File: src/rtl/tdc_slope_corrector.sv
// ============================================================================
// tdc_slope_corrector : per-channel piecewise-linear slope correction of TDC
//                       rise times around a mid address, with output clamping.
// Revision 1.0
// ============================================================================
`timescale 1ns/1ps
`default_nettype none

module tdc_slope_corrector #(
   parameter int DATA_W   = 16,
   parameter int ADDR_W   = 11,
   parameter int COEF_W   = 16,
   parameter int NCH      = 4,
   parameter int SHIFT    = 10,
   parameter int MULT_LAT = 3,
   localparam int c_CH_W  = (NCH > 1) ? $clog2(NCH) : 1
) (
   input  logic              i_clk_50m,
   input  logic              i_rst_n,
   input  logic              i_cfg_we,
   input  logic [c_CH_W-1:0] i_cfg_ch,
   input  logic              i_cfg_sel,
   input  logic [COEF_W-1:0] i_cfg_data,
   input  logic              i_req,
   output logic              o_ready,
   input  logic [c_CH_W-1:0] i_ch,
   input  logic              i_post_sign,
   input  logic              i_now_sign,
   input  logic [ADDR_W-1:0] i_addr_mid,
   input  logic [ADDR_W-1:0] i_tdc_rd_addr,
   input  logic [DATA_W-1:0] i_rise_data,
   output logic              o_valid,
   input  logic              i_out_ready,
   output logic [DATA_W-1:0] o_data,
   output logic              o_sat,
   output logic [c_CH_W-1:0] o_ch
);

   localparam int c_PW = COEF_W + ADDR_W;
   localparam int c_SW = DATA_W + ADDR_W + COEF_W;

   localparam logic [2:0] c_IDLE = 3'd0;
   localparam logic [2:0] c_DIFF = 3'd1;
   localparam logic [2:0] c_MULT = 3'd2;
   localparam logic [2:0] c_ADJ  = 3'd3;
   localparam logic [2:0] c_OUT  = 3'd4;

   localparam logic [1:0] c_M_EQ    = 2'd0;
   localparam logic [1:0] c_M_BELOW = 2'd1;
   localparam logic [1:0] c_M_ABOVE = 2'd2;

   localparam logic signed [c_SW-1:0] c_MAXV = {{(c_SW-DATA_W){1'b0}}, {DATA_W{1'b1}}};

   logic [2:0]        state_q, state_d;
   logic [COEF_W-1:0] coef_lo_q [NCH];
   logic [COEF_W-1:0] coef_hi_q [NCH];
   logic [c_CH_W-1:0] ch_q;
   logic              post_q, now_q;
   logic [ADDR_W-1:0] mid_q, addr_q, len_q;
   logic [DATA_W-1:0] rise_q;
   logic [COEF_W-1:0] clo_q, chi_q, coef_q;
   logic [1:0]        mode_q;
   logic [3:0]        cnt_q;
   logic [c_PW-1:0]   prod_q [MULT_LAT];
   logic [DATA_W-1:0] data_q;
   logic              sat_q;
   logic [c_CH_W-1:0] och_q;

   logic [c_CH_W-1:0]      w_ch_sel;
   logic [c_PW-1:0]        w_prod;
   logic [c_PW-1:0]        w_off;
   logic                   w_sub;
   logic signed [c_SW-1:0] w_rise_x, w_off_x, w_sum;
   logic [DATA_W-1:0]      w_res;
   logic                   w_sat;

   assign w_ch_sel = (int'(i_ch) < NCH) ? i_ch : '0;

   // Coefficient bank: out-of-range channel writes are dropped.
   always_ff @(posedge i_clk_50m or negedge i_rst_n) begin
      if (!i_rst_n) begin
         for (int i = 0; i < NCH; i++) begin
            coef_lo_q[i] <= '0;
            coef_hi_q[i] <= '0;
         end
      end else if (i_cfg_we && (int'(i_cfg_ch) < NCH)) begin
         if (i_cfg_sel) coef_hi_q[i_cfg_ch] <= i_cfg_data;
         else           coef_lo_q[i_cfg_ch] <= i_cfg_data;
      end
   end

   always_ff @(posedge i_clk_50m or negedge i_rst_n) begin
      if (!i_rst_n) state_q <= c_IDLE;
      else          state_q <= state_d;
   end

   always_comb begin
      state_d = state_q;
      case (state_q)
         c_IDLE: if (i_req) state_d = c_DIFF;
         c_DIFF: state_d = (addr_q == mid_q) ? c_ADJ : c_MULT;
         c_MULT: if (cnt_q == 4'(MULT_LAT - 1)) state_d = c_ADJ;
         c_ADJ:  state_d = c_OUT;
         c_OUT:  if (i_out_ready) state_d = c_IDLE;
         default: state_d = c_IDLE;
      endcase
   end

   always_comb begin
      o_ready = (state_q == c_IDLE);
      o_valid = (state_q == c_OUT);
   end

   assign w_prod = c_PW'(coef_q) * c_PW'(len_q);

   // Free-running product pipeline; operands are frozen for the whole MULT phase.
   always_ff @(posedge i_clk_50m or negedge i_rst_n) begin
      if (!i_rst_n) begin
         for (int i = 0; i < MULT_LAT; i++) prod_q[i] <= '0;
      end else begin
         prod_q[0] <= w_prod;
         for (int i = MULT_LAT - 1; i > 0; i--) prod_q[i] <= prod_q[i-1];
      end
   end

   assign w_off    = prod_q[MULT_LAT-1] >> SHIFT;
   assign w_rise_x = $signed(c_SW'(rise_q));
   assign w_off_x  = $signed(c_SW'(w_off));
   assign w_sub    = (mode_q == c_M_BELOW) ? post_q : !now_q;

   always_comb begin
      w_sum = w_rise_x;
      if (mode_q != c_M_EQ) w_sum = w_sub ? (w_rise_x - w_off_x) : (w_rise_x + w_off_x);
      w_res = w_sum[DATA_W-1:0];
      w_sat = 1'b0;
      if (w_sum < 0) begin
         w_res = '0;
         w_sat = 1'b1;
      end else if (w_sum > c_MAXV) begin
         w_res = '1;
         w_sat = 1'b1;
      end
   end

   always_ff @(posedge i_clk_50m or negedge i_rst_n) begin
      if (!i_rst_n) begin
         ch_q   <= '0;
         post_q <= 1'b0;
         now_q  <= 1'b0;
         mid_q  <= '0;
         addr_q <= '0;
         rise_q <= '0;
         clo_q  <= '0;
         chi_q  <= '0;
         mode_q <= c_M_EQ;
         len_q  <= '0;
         coef_q <= '0;
         cnt_q  <= '0;
         data_q <= '0;
         sat_q  <= 1'b0;
         och_q  <= '0;
      end else begin
         case (state_q)
            c_IDLE: if (i_req) begin
               ch_q   <= w_ch_sel;
               post_q <= i_post_sign;
               now_q  <= i_now_sign;
               mid_q  <= i_addr_mid;
               addr_q <= i_tdc_rd_addr;
               rise_q <= i_rise_data;
               clo_q  <= coef_lo_q[w_ch_sel];
               chi_q  <= coef_hi_q[w_ch_sel];
            end
            c_DIFF: begin
               cnt_q <= '0;
               if (addr_q < mid_q) begin
                  mode_q <= c_M_BELOW;
                  len_q  <= mid_q - addr_q;
                  coef_q <= clo_q;
               end else if (addr_q > mid_q) begin
                  mode_q <= c_M_ABOVE;
                  len_q  <= addr_q - mid_q;
                  coef_q <= chi_q;
               end else begin
                  mode_q <= c_M_EQ;
               end
            end
            c_MULT: cnt_q <= cnt_q + 4'd1;
            c_ADJ: begin
               data_q <= w_res;
               sat_q  <= w_sat;
               och_q  <= ch_q;
            end
            default: ;
         endcase
      end
   end

   assign o_data = data_q;
   assign o_sat  = sat_q;
   assign o_ch   = och_q;

endmodule

`default_nettype wire

File: config.mk
export PLATFORM = sky130hd
export DESIGN_NAME = tdc_slope_corrector
export DESIGN_NICKNAME = d
export VERILOG_FILES = /design/src/rtl/tdc_slope_corrector.sv
export SDC_FILE = /design/constraint.sdc
export NUM_CORES = 1
export LEC_CHECK = 0
export CAP_MARGIN = 20
export CORE_ASPECT_RATIO = 0.8
export CORE_MARGIN = 2
export CORE_UTILIZATION = 45
export DETAILED_ROUTE_END_ITERATION = 7
export GPL_TIMING_DRIVEN = 1
export PLACE_DENSITY_LB_ADDON = 0.25
export SLEW_MARGIN = 15
export SYNTH_ARGS = -nofsm -noshare
export SYNTH_HDL_FRONTEND = slang
export SYNTH_SLANG_ARGS = --single-unit
File: constraint.sdc
create_clock -name i_clk_50m -period 6.2 [get_ports i_clk_50m]
set_input_delay 1.24 -clock i_clk_50m [delete_from_list [all_inputs] [get_ports i_clk_50m]]
set_output_delay 1.24 -clock i_clk_50m [all_outputs]
set_load 0.05 [all_outputs]
==> out/results.ini <==
[run_status]
status=finished, final reports clean

[yosys]
synth_area_leader_cell=dfrtp_1
synth_cells=1846
synthSimpleGateAreaFrac_pct=11.30
syn-num-nets=2157
synth_ff_type=dfrtp_1
synthTopCellsByCount=dfrtp_1 (308), inv_1 (210), nand2_1 (208), mux2_2 (182), fa_1 (128)
avgSynthCellArea_um2=10.82
synth_top_area_share_pct=38.57
synthAdderAreaFrac_pct=20.15
syn_area_um2=19980
synthDistinctLibCells=77
synth-compound-area-share_pct=8.503
synth_edf_count=0
yosys_warnings=0
ys_ff_latch=308
synth_top_cells_by_area=dfrtp_1 (39%), fa_1 (13%), mux2_2 (10%)
synth-xor-area-share_pct=1.534
synth_top_family_by_area=adder cells
async_reset_ff_share_pct=100.0
ys_seq_area_share_pct=38.57
muxShareOfSynthArea_pct=14.11
synth_most_common_cell=dfrtp_1

[critical_path]
reg2regPathDepth=18
path_cells=nand2_1 > fa_1 > fa_1 > inv_1 > ha_1 > fa_1 > inv_1 > fa_1 > inv_1 > ha_1 > a2111oi_0 > o21ai_0 > o2111a_1 > o21ai_0 > a41oi_1 > a211o_1 > a21oi_1 > xnor2_1
endpoint_kind=flip-flop
cp_max_fo=12
cp.required_ps=6710
crit_path_start_kind=flip-flop
crit_path_max_incr_delay_ps=620
cp_slowest_cell=dfrtp_1
crit_buf_inv=3
cp_data_arrival_time_ps=6230
reg2reg_slack_ps=490
crit_family=adder cells
timing.rr.end=prod_q[80]
crit_top_cell=fa_1
crit_type=reg -> reg
r2r-start=coef_q[4]

[placement]
hpwlAfterDp_um=32110
placed_cells=2462
globalplace.congestion=0.8817
io_buffers=86
place_area_um2=21490

[drt]
routedWlPerCell_um=17.49
vias_per_cell=5.291
drc_errors=0
ant_nets=0
drt_iter0_markers=825
vias=13350
firstDrtPassIters=5
postRouteWirelength_um=44110

[layout]
drive_gt1_share_pct=16.88
fin_area_um2=22620
nets=2206
diodes=0
area_growth_pct=13.22
fin_cells=2522

[floorplanning]
die_h_um=192.5
floorplan.initialDensity_pct=45.29
boundaryPins=87
rows=69
coreArea_um2=44120
die-area_um2=46120
fp.dieW_um=239.6

[cts]
h-tree-depth=1
cts_tree=yes
ctsResizeCount=0
clock_path_buffers=3
cts_root_buffer=clkbuf_16
clock_latency_ps=590
numClockSinks=308
cts_setup_buffers=0
numCtsBuffers=31
cts_hold_buffers=0
clk_pin_slew_worst_paths_ps=60

[min_path]
hold_class=reg -> reg
whs_path_depth=0
min_to=prod_q[41]
hp-start=prod_q[68]

[sta]
worstMarginPinSlew_ps=1129
timing.setup.tns_ps=0
final_hold_viol_count=0
finClkSkew_ps=14.51
drv_slew=0
rsz0062_at_grt=no
max_freq_mhz=175.1
fin_crit_sh_pct=92.11
setup_viol=0
relSlewSlack_pct=24.63
fin_crit_ps=5711

[run]
maxCapViolCount=0

[grt]
grt_pass1_wl_um=73020
grtUsageTotal_pct=19.70
antenna_found_initial=0
overflow=0
grt_start_max_net_pins=111
grt_pass1_vias=13740

==> per-layer routing <==
metal / vias to the layer above / wire length (um) / track usage (%)
met3: 54 / 2060 / 3.447
met5: - / 0 / 0
met4: 0 / 821 / 4.255
li1: 6270 / - / -
met2: 248 / 19910 / 31.08
met1: 6773 / 21320 / 28.55
==> logic make-up after synthesis <==
family,Yosys count
buf+inv,308
xor+xnor,35
fa+ha+maj,245
mux,219
compound gates,259
simple gates,472
flops,308
==> how the worst max path moves through the flow <==
| stage | startpoint | endpoint | slack [ps] | cells past startpoint |
|---|---|---|---|---|
| 3_5_place_dp | coef_q[4] | prod_q[80] | 400 | 18 |
| 6_report | coef_q[4] | prod_q[80] | 490 | 18 |
| 2_1_floorplan | len_q[4] | prod_q[80] | 790 | 21 |
| 5_1_grt | coef_q[4] | prod_q[80] | 90 | 18 |
| 3_3_place_gp | coef_q[4] | prod_q[80] | 560 | 18 |
| 4_1_cts | coef_q[4] | prod_q[80] | 390 | 18 |
==> worst register-to-register path, delay by kind of cell (launching register included) <==
kind                       cells  cell delay (ps)
buffers and inverters          3              150
and+or+nand+nor                1              140
AOI/OAI and AO/OA              7             1880
DFF                            1              620
adders and majority gates      6             2710
xor gates and xnor gates       1              130
==> layout make-up <==
type | count | area (um^2)
clock buffer | 43 | 900.9
clock inverter | 14 | 193.9
fill | 3928 | 21490
inverter | 211 | 792.0
multi-input combinational | 1230 | 11170
sequential | 308 | 7707
tap | 603 | 754.5
timing repair buffer | 113 | 1104
==> flip-flops by register name (all words and copies together) (netlist names), 3 cells and up <==
signal and cells:
addr_q 11, chi_q 16, clo_q 16, cnt_q 4, coef_hi_q 64, coef_lo_q 64
coef_q 16, len_q 11, mid_q 11, o_data 16, prod_q 51, rise_q 16
state_q 3
==> placed cells by master (no fill, tap or decap), types with 31 or more instances in the layout <==
| master | n |
|---|---|
| a21oi_1 | 47 |
| and2_1 | 88 |
| clkbuf_16 | 31 |
| clkdlybuf4s50_1 | 84 |
| dfrtp_1 | 308 |
| fa_1 | 128 |
| ha_1 | 117 |
| inv_1 | 210 |
| mux2_2 | 182 |
| mux4_2 | 32 |
| nand2_1 | 208 |
| nor2_1 | 79 |
| o21ai_0 | 72 |
==> metrics by stage <==
| step | util [%] | hold WS, ps | setup WS (ps) |
|---|---|---|---|
| floorplan | - | 331.2 | 786.4 |
| global placement | 48.71 | 331.8 | 560.8 |
| detailed placement | 48.71 | 334.7 | 398.0 |
| CTS | 51.20 | 347.0 | 393.4 |
| global route | 51.28 | 351.5 | 91.34 |
| finish | 51.28 | 342.7 | 489.4 |
Power is not shown: default switching activity piles up to over one toggle a cycle in this logic, so the estimate is an artifact.
